--- config.mk ---
export PLATFORM = sky130hd
export DESIGN_NAME = dsi_lane_scheduler
export DESIGN_NICKNAME = d
export VERILOG_FILES = /design/src/rtl/dsi_sched_pkg.sv /design/src/rtl/dsi_byte_striper.sv /design/src/rtl/dsi_lane_scheduler.sv
export SDC_FILE = /design/constraint.sdc
export NUM_CORES = 1
export LEC_CHECK = 0
export CORE_MARGIN = 3
export CORE_UTILIZATION = 25
export CTS_CLUSTER_DIAMETER = 30
export DETAILED_ROUTE_END_ITERATION = 10
export PLACE_DENSITY = 0.58
export RECOVER_POWER = 25
export SLEW_MARGIN = 20
export SYNTH_ARGS = -nofsm -noshare
export SYNTH_HDL_FRONTEND = slang
export SYNTH_HIERARCHICAL = 1
export SYNTH_SLANG_ARGS = --single-unit
--- constraint.sdc ---
create_clock -name clk_i -period 4.2 [get_ports clk_i]
set_input_delay 0.63 -clock clk_i [delete_from_list [all_inputs] [get_ports clk_i]]
set_output_delay 0.63 -clock clk_i [all_outputs]
set_load 0.01 [all_outputs]
--- src/rtl/dsi_sched_pkg.sv ---
// Shared types and helpers for the DSI lane scheduler: FSM encoding,
// lane-count bound, byte-count to lane-mask conversion and saturating counter.
package dsi_sched_pkg;

    localparam int unsigned MAX_LANES = 4;

    typedef enum logic [2:0] {
        ST_IDLE,
        ST_HS_ENTER,
        ST_HS_STREAM,
        ST_LP_SEND,
        ST_DRAIN
    } sched_state_e;

    // A byte count of 0 or above the lane count means "all lanes carry data".
    function automatic logic [MAX_LANES-1:0] byte_mask(input logic [2:0] bytes,
                                                       input int unsigned lanes);
        int unsigned          n;
        logic [MAX_LANES-1:0] m;
        n = ((bytes == 3'd0) || (32'(bytes) > lanes)) ? lanes : 32'(bytes);
        m = '0;
        for (int unsigned i = 0; i < MAX_LANES; i++) begin
            m[i] = (i < n);
        end
        return m;
    endfunction

    function automatic logic [7:0] sat_inc(input logic [7:0] v, input logic en);
        return (en && (v != 8'hFF)) ? v + 8'd1 : v;
    endfunction

endpackage

--- src/rtl/dsi_byte_striper.sv ---
// Combinational word-to-lane fan-out: drives per-lane HS request/valid/data and
// trims the unused lanes on the final (possibly partial) word of a burst.
module dsi_byte_striper
    import dsi_sched_pkg::*;
#(
    parameter int unsigned g_num_lanes = 2
) (
    input  logic                     enter_i,
    input  logic                     stream_i,
    input  logic                     pkt_valid_i,
    input  logic                     pkt_last_i,
    input  logic [2:0]               pkt_bytes_i,
    input  logic [8*g_num_lanes-1:0] pkt_data_i,
    output logic [g_num_lanes-1:0]   lane_request_o,
    output logic [g_num_lanes-1:0]   lane_valid_o,
    output logic [8*g_num_lanes-1:0] lane_data_o
);

    logic [MAX_LANES-1:0]   full_mask;
    logic [g_num_lanes-1:0] keep;

    assign full_mask = byte_mask(pkt_bytes_i, g_num_lanes);
    assign keep      = (pkt_valid_i && pkt_last_i) ? full_mask[g_num_lanes-1:0] : '1;

    for (genvar gi = 0; gi < g_num_lanes; gi++) begin : g_lane
        assign lane_request_o[gi]     = enter_i | (stream_i & keep[gi]);
        assign lane_valid_o[gi]       = stream_i & pkt_valid_i & keep[gi];
        assign lane_data_o[gi*8 +: 8] = stream_i ? pkt_data_i[gi*8 +: 8] : 8'h00;
    end

endmodule

--- src/rtl/dsi_lane_scheduler.sv ---
// DSI lane sequencer: arbitrates HS packet bursts against LPDT commands,
// raises/drops lane requests, enforces HS entry timeout and post-burst LP-11 gap.
module dsi_lane_scheduler
    import dsi_sched_pkg::*;
#(
    parameter int unsigned g_num_lanes     = 2,
    parameter int unsigned g_gap_ticks     = 4,
    parameter int unsigned g_timeout_ticks = 64
) (
    input  logic                     clk_i,
    input  logic                     rst_i,
    input  logic                     tick_i,
    input  logic                     pkt_valid_i,
    input  logic [8*g_num_lanes-1:0] pkt_data_i,
    input  logic [2:0]               pkt_bytes_i,
    input  logic                     pkt_last_i,
    output logic                     pkt_ready_o,
    input  logic                     lp_valid_i,
    input  logic [7:0]               lp_data_i,
    input  logic                     lp_last_i,
    output logic                     lp_ready_o,
    output logic [g_num_lanes-1:0]   lane_hs_request_o,
    output logic [g_num_lanes-1:0]   lane_hs_valid_o,
    output logic [8*g_num_lanes-1:0] lane_hs_data_o,
    input  logic [g_num_lanes-1:0]   lane_hs_ready_i,
    input  logic [g_num_lanes-1:0]   lane_idle_i,
    output logic                     lane_lp_request_o,
    output logic                     lane_lp_valid_o,
    output logic [7:0]               lane_lp_data_o,
    input  logic                     lane_lp_ready_i,
    output logic                     busy_o,
    output logic                     underrun_o,
    output logic                     timeout_o
);

    localparam logic [7:0] GAP_C     = 8'(g_gap_ticks);
    localparam logic [7:0] TIMEOUT_C = 8'(g_timeout_ticks);

    sched_state_e state_q, state_d;
    logic [7:0]   tick_cnt_q, tick_cnt_d;
    logic         last_grant_lp_q, last_grant_lp_d;
    logic         underrun_q, underrun_d;
    logic         timeout_q, timeout_d;

    logic all_idle, all_ready, grant_lp, hs_enter, hs_stream;

    assign all_idle  = &lane_idle_i;
    assign all_ready = &lane_hs_ready_i;

    always_comb begin
        state_d           = state_q;
        tick_cnt_d        = tick_cnt_q;
        last_grant_lp_d   = last_grant_lp_q;
        underrun_d        = underrun_q;
        timeout_d         = timeout_q;
        grant_lp          = 1'b0;
        hs_enter          = 1'b0;
        hs_stream         = 1'b0;
        pkt_ready_o       = 1'b0;
        lp_ready_o        = 1'b0;
        lane_lp_request_o = 1'b0;
        lane_lp_valid_o   = 1'b0;
        lane_lp_data_o    = 8'h00;

        case (state_q)
            ST_IDLE: begin
                tick_cnt_d = 8'd0;
                // With both sources waiting, serve whichever did not win last time.
                grant_lp = (pkt_valid_i && lp_valid_i) ? !last_grant_lp_q : lp_valid_i;
                if (all_idle && (pkt_valid_i || lp_valid_i)) begin
                    last_grant_lp_d = grant_lp;
                    state_d         = grant_lp ? ST_LP_SEND : ST_HS_ENTER;
                end
            end
            ST_HS_ENTER: begin
                hs_enter = 1'b1;
                if (all_ready) begin
                    tick_cnt_d = 8'd0;
                    state_d    = ST_HS_STREAM;
                end else begin
                    tick_cnt_d = sat_inc(tick_cnt_q, tick_i);
                    if (tick_cnt_d >= TIMEOUT_C) begin
                        timeout_d  = 1'b1;
                        tick_cnt_d = 8'd0;
                        state_d    = ST_DRAIN;
                    end
                end
            end
            ST_HS_STREAM: begin
                hs_stream   = 1'b1;
                pkt_ready_o = 1'b1;
                if (!pkt_valid_i) begin
                    underrun_d = 1'b1;
                end else if (pkt_last_i) begin
                    state_d = ST_DRAIN;
                end
            end
            ST_LP_SEND: begin
                lane_lp_request_o = 1'b1;
                lane_lp_valid_o   = lp_valid_i;
                lane_lp_data_o    = lp_data_i;
                lp_ready_o        = lane_lp_ready_i;
                if (lp_valid_i && lane_lp_ready_i && lp_last_i) begin
                    state_d = ST_DRAIN;
                end
            end
            ST_DRAIN: begin
                // The gap only counts continuous LP-11 on every lane.
                if (!all_idle) begin
                    tick_cnt_d = 8'd0;
                end else if (GAP_C == 8'd0) begin
                    state_d = ST_IDLE;
                end else begin
                    tick_cnt_d = sat_inc(tick_cnt_q, tick_i);
                    if (tick_cnt_d >= GAP_C) begin
                        tick_cnt_d = 8'd0;
                        state_d    = ST_IDLE;
                    end
                end
            end
            default: begin
                state_d = ST_IDLE;
            end
        endcase
    end

    always_ff @(posedge clk_i) begin
        if (rst_i) begin
            state_q         <= ST_IDLE;
            tick_cnt_q      <= 8'd0;
            last_grant_lp_q <= 1'b0;
            underrun_q      <= 1'b0;
            timeout_q       <= 1'b0;
        end else begin
            state_q         <= state_d;
            tick_cnt_q      <= tick_cnt_d;
            last_grant_lp_q <= last_grant_lp_d;
            underrun_q      <= underrun_d;
            timeout_q       <= timeout_d;
        end
    end

    dsi_byte_striper #(
        .g_num_lanes(g_num_lanes)
    ) u_striper (
        .enter_i       (hs_enter),
        .stream_i      (hs_stream),
        .pkt_valid_i   (pkt_valid_i),
        .pkt_last_i    (pkt_last_i),
        .pkt_bytes_i   (pkt_bytes_i),
        .pkt_data_i    (pkt_data_i),
        .lane_request_o(lane_hs_request_o),
        .lane_valid_o  (lane_hs_valid_o),
        .lane_data_o   (lane_hs_data_o)
    );

    assign busy_o     = (state_q != ST_IDLE);
    assign underrun_o = underrun_q;
    assign timeout_o  = timeout_q;

endmodule

**Word level (Yosys, flattened, before mapping)**

Index checks and enable logic that the tools add are counted.

- Bits in registers: 14
- Bits of input ports: 39
- Output and inout bits: 35
- Word-level logic and storage cells: 78

- Add/sub/neg operators: 1
- Magnitude comparators: 5
- Eq/ne operators: 12
- Multiplexer cells: 27
- Bitwise logic cells: 9
- Reductions and logical operators: 19

Operators with widths:

| operator | count |
|---|---|
| < comparator 1 x 32 -> 1 bit (first input constant) | 2 |
| 2-to-1 mux 8 bit | 8 |
| 2-to-1 mux 3 bit | 9 |
| one-hot mux 8 bit (3 select lines) | 1 |
| one-hot mux 3 bit (5 select lines) | 1 |
| != test 2 bit (second input constant) | 6 |
| adder 8 x 1 -> 8 bit (second input constant) | 1 |
| greater-or-equal comparator 8 x 3 -> 1 bit (second input constant) | 1 |
| greater-or-equal comparator 8 x 7 -> 1 bit (second input constant) | 1 |
| != test 8 bit (second input constant) | 1 |
| AND reduction 2 bit | 4 |
| AND reduction 7 bit | 1 |
| == test 3 x 2 -> 1 bit (second input constant) | 2 |
| logical AND 1 bit | 6 |
| logical NOT 3 bit | 2 |
| 2-to-1 mux 1 bit | 6 |
| nonzero test 3 bit | 2 |
| AND 1 bit | 5 |
| 2-to-1 mux 2 bit | 2 |
| == test 3 x 1 -> 1 bit (second input constant) | 1 |
| == test 3 bit (second input constant) | 1 |
| greater-than comparator 3 x 2 -> 1 bit (second input constant) | 1 |
| != test 3 bit (second input constant) | 1 |
| AND reduction 3 bit | 1 |
| other kinds (4) | 7 |

**Logic depth before layout (Yosys ltp)**

- Depth in word-level cells: 7
- Mapped depth: 7
- Gate-level depth less buffers: 7

**Cells and area by module**

Netlist, hierarchy kept.

By module, submodules not included:

| module | instances | cells each | area an instance (um^2) | seq. area each (um^2) |
|---|---|---|---|---|
| dsi_lane_scheduler | 1 | 123 | 968.4 | 280.3 |
| dsi_byte_striper | 1 | 25 | 171.4 | 0.0 |

**Least setup slack after synthesis**

OpenSTA, ideal clock, no wires.

- Kind: register to output
- Start: register state_q[0]
- End: output lane_hs_request_o[1]
- Data arrival time: 1.439 ns
- Data required time: 3.570 ns
- Slack: 2.131 ns
- Cell stages (with the launch flop): 6
- Buffers on the path: 2
- Cell sequence: dfxtp_1 -> clkbuf_1 -> clkbuf_1 -> nor2_1 -> or2_1 -> a21boi_4

- Cells in the longest elaborated chain, start to end: 4
- Elaborated cells between the ends (all ways): 6
- Those cells by class: eq/ne (2); mux (2); bitwise (2)

Ends and longest elaborated chain:

| element | line | RTL |
|---|---|---|
| start, declared | dsi_lane_scheduler.sv:39 | `sched_state_e state_q, state_d;` |
| start signal, assigned | dsi_lane_scheduler.sv:135 | `state_q <= state_d;` |
| == test 3 x 2 -> 1 bit | n/a |  |
| 2-to-1 mux 1 bit | n/a |  |
| named net pkt_ready_o | dsi_lane_scheduler.sv:17 | `output logic pkt_ready_o,` |
| AND 1 bit | dsi_byte_striper.sv:26 | `assign lane_request_o[gi] = enter_i \| (stream_i & keep[gi]);` |
| OR 1 bit | dsi_byte_striper.sv:26 |  |
| end, declared | dsi_lane_scheduler.sv:22 | `output logic [g_num_lanes-1:0] lane_hs_request_o,` |

The timed path passes the listed nets, and every way through them passes these cells.

**Final worst setup path**

- Start: register state_q[2]
- End: output lane_hs_request_o[1]

- Cells in the longest elaborated chain, start to end: 4
- Elaborated cells between the ends (all ways): 6
- Those cells by class: eq/ne (2); mux (2); bitwise (2)

Ends and longest elaborated chain:

| element | line | RTL |
|---|---|---|
| == test 3 x 2 -> 1 bit | dsi_lane_scheduler.sv:65 | `case (state_q)` |
| 2-to-1 mux 1 bit | dsi_lane_scheduler.sv:65 |  |
| AND 1 bit | dsi_byte_striper.sv:26 |  |
| OR 1 bit * | dsi_byte_striper.sv:26 |  |

Mark *: on every way between the ends. The rest lies on a longest branch, timed or not.

==> summary.txt <==
Clock network
  – Setup repair bufs after CTS: 0
  – Clock transition at path regs: around 0.050 ns
  – Number of hold buffers added after CTS: 0
  – Later-pin clock latency in the skew report: about 0.24 ns
  – Clock Tree Buf Depth: 2
  – Cts bufs inserted: 3
  – CTS tree: yes
  – CTS H-tree depth: 1
  – Resized cells post-CTS: 0
  – Root Driver: clkbuf_8
  – Clk sinks: 14

Route
  – Post-DRT Antenna Nets: 0
  – Routed len/inst: 14.56 um
  – Final WL: 3887 um
  – DRC errors left: 0
  – Vias post-DR: 1372
  – Post-DR vias/cell: 5.139
  – 1st-iter DRT viols: 60
  – DR pass1 iterations: 4

Worst setup path
  – Critical Path RT: 3.57 ns
  – Startpoint Class: flip-flop
  – Reg2reg start: tick_cnt_q[0]
  – Critical path arrival: 2.43 ns
  – Reg2reg setup slack: 1.57 ns
  – R2r endpoint: tick_cnt_q[1]
  – Setup crit end kind: output port
  – Max Fanout on Critical Path: 19
  – Worst setup path start: state_q[2]
  – CP max stage cell: nor2_1
  – Critical path's top delay family: simple AND/OR/NAND/NOR gates
  – CP Class: reg2out
  – CP bufs+invs: 1
  – Worst reg2reg path depth: 7
  – Critical path depth: 5
  – Max stage delay on crit path: between 0.6 and 0.7 ns
  – Critical Path, Cell by Cell: nand2b_1 -> nor2_1 -> or2_1 -> a21boi_4 -> clkdlybuf4s50_1

Timing
  – Setup Skew: 0.003677 ns
  – Max Freq: around 330 MHz
  – Final Cycle Share: between 70% and 80%
  – RSZ-0062 raised after global routing: no
  – Max Slew Vio Count: 0
  – Post-layout minimum cycle time: 3.061 ns
  – Worst-Margin Slew: around 0.83 ns
  – Final hold violations: 0
  – Relative slew slack: a little over two fifths
  – Setup_tns: 0 ns
  – Setup violators final: 0

Placed design
  – Post-DP HPWL: ~3200 um
  – Placer's final routability congestion estimate: 0.9280
  – Number of port buffers: 73

Floorplanning
  – Initial Util: 27.13%
  – Core ar.: about 0.0042 mm^2
  – Rows: 23
  – Chip width: 73.53 um
  – Die ar.: about 0.0054 mm^2
  – Die Y-Extent: 73.53 um
  – I/O pin count: 74

Synthesis
  – Yosys Warn Count: 6
  – Synth Register Bits: 14
  – Register area share after synthesis: 24.59%
  – Post-synth EDFFs: 0
  – Main synth FF type: dfxtp_1
  – Synthesized area per cell: 7.702 um^2
  – Post-synthesis cell count: 148
  – Synth async-reset ratio: 0%
  – Post-Syn Area: 0.001140 mm^2
  – Synthesized net count: 188
  – Yosys cell types: 48

Final layout
  – P&R area growth vs syn: 68.61%
  – Layout cells sized above 1: roughly 8.8%
  – Net count, final: 259
  – Final Util: 45.74%
  – Layout filler cell count: 406
  – ANT cells: 0

GRT
  – Initial antenna violation count: 0
  – Largest net degree at the start of global routing: 21
  – First-pass GRT wire length: a little over 6000 um
  – Vias in the first global route: 1264
  – Gr ovfl total: 0
  – Gr usage total: around 14%

Run status
  – Outcome: finished clean

Min path
  – HP Class: reg2reg
  – Hold depth: 2
  – Worst Hold Path EP: underrun_o
  – Min-Delay Startpoint: underrun_o

Power and ir drop
  – PD cells: approximately 310 mW/mm^2
  – Max rail drop VDD: 0.2128 mV
  – Final Power: 599.7 uW
  – Pleak: 0.0007654 uW

Flow run
  – Max-cap violations: 0
==> metal layers <==
metal	track usage [%]	vias up	wire, um
li1	-	675	-
met1	20.10	606	1661
met2	21.26	89	1711
met3	3.146	2	489
met4	4.427	0	24
met5	0	-	0
==> cell usage in the layout (no fill, tap or decap), drive strengths merged, types with 2 or more instances in the layout <==
| cell type | count |
|---|---|
| nand3 | 2 |
| and2 | 22 |
| clkbuf | 3 |
| nor2 | 10 |
| nor3b | 2 |
| a41oi | 2 |
| a21o | 3 |
| and4 | 2 |
| dfxtp | 14 |
| a31oi | 4 |
| clkdlybuf4s50 | 67 |
| dlygate4sd3 | 6 |
| nor3 | 5 |
| nand2 | 14 |
| o21ai | 4 |
| inv | 6 |
| a21boi | 3 |
| xnor2 | 2 |
| a21oi | 8 |
| nand4 | 5 |
| a211oi | 2 |
| and3 | 13 |
==> how the worst max path moves through the flow <==
| stage | end | slack (ns) |
|---|---|---|
| 3_5_place_dp | lane_hs_request_o[1] | 1.34 |
| 5_1_grt | lane_hs_valid_o[1] | 0.88 |
| 3_3_place_gp | lane_hs_valid_o[1] | 1.43 |
| 4_1_cts | lane_hs_request_o[1] | 1.07 |
| 6_report | lane_hs_request_o[1] | 1.14 |
| 2_1_floorplan | lane_hs_request_o[1] | 2.13 |
==> cells by family (layout without fill, tap and decap cells) <==
| group | Yosys count | count (layout) | share of synthesized area [%] |
|---|---|---|---|
| AOI/OAI and AO/OA | 34 | 34 | 23.16 |
| xor gates and xnor gates | 3 | 3 | 2.306 |
| adders and majority gates | 1 | 1 | 1.098 |
| buffers and inverters | 13 | 82 | 5.707 |
| DFF | 14 | 14 | 24.59 |
| muxes | 1 | 1 | 0.8782 |
| and+or+nand+nor | 82 | 82 | 42.26 |
==> report_power, final <==
group / total (uW) / switching [uW] / internal [uW]
clock: 109 / 45.8 / 63.4
combinational: 317 / 145 / 173
sequential: 173 / 26.4 / 147
==> registers in the layout (all words and copies together), names as in the netlist <==
name and count:
underrun_o 1, tick_cnt_q 8, timeout_o 1, state_q 3, last_grant_lp_q 1
==> per-stage QoR <==
| stage | hold slack (ns) | worst slack [ns] | cells | area [um^2] |
|---|---|---|---|---|
| after floorplan | 0.4484 | 2.131 | 148 | 1140 |
| after global placement | 0.4622 | 1.432 | 264 | 1891 |
| after detailed placement | 0.4613 | 1.341 | 264 | 1891 |
| after CTS | 0.4831 | 1.074 | 267 | 1932 |
| after global routing | 0.5155 | 0.8832 | 267 | 1922 |
| final | 0.4706 | 1.139 | 267 | 1922 |
==> Yosys cell counts, types with 2 or more instances <==
master	number	area share, %
nor3b_1	2	1.3
a211oi_1	2	1.3
a21oi_1	8	3.5
and3_1	13	7.1
a31oi_1	4	2.2
buf_6	2	2.0
nor3_1	5	2.2
and2_2	10	6.6
a21o_1	2	1.3
nor2_1	10	3.3
o21ai_0	3	1.3
dfxtp_1	14	25
and2_1	12	6.6
inv_1	6	2.0
clkbuf_1	4	1.3
nand2_1	14	4.6
nand3_1	2	0.88
xnor2_1	2	1.5
nand4_1	4	2.2
==> tightest hold or removal path, cell delays in order, from the launching register on <==
cell     delay, ns
dfxtp_1       0.32
nor2_1        0.05
nor2_1        0.07
==> final cells by class <==
type	count	area, um^2	share of cell area, %
repair buffers	73	730.7	38.02
flip-flops and latches	14	280.3	14.58
well taps	50	62.56	3.255
inverters	6	22.52	1.172
multi-input cells	121	784.5	40.82
clock buffers	3	41.29	2.148
(Power assumes the default switching activity.)
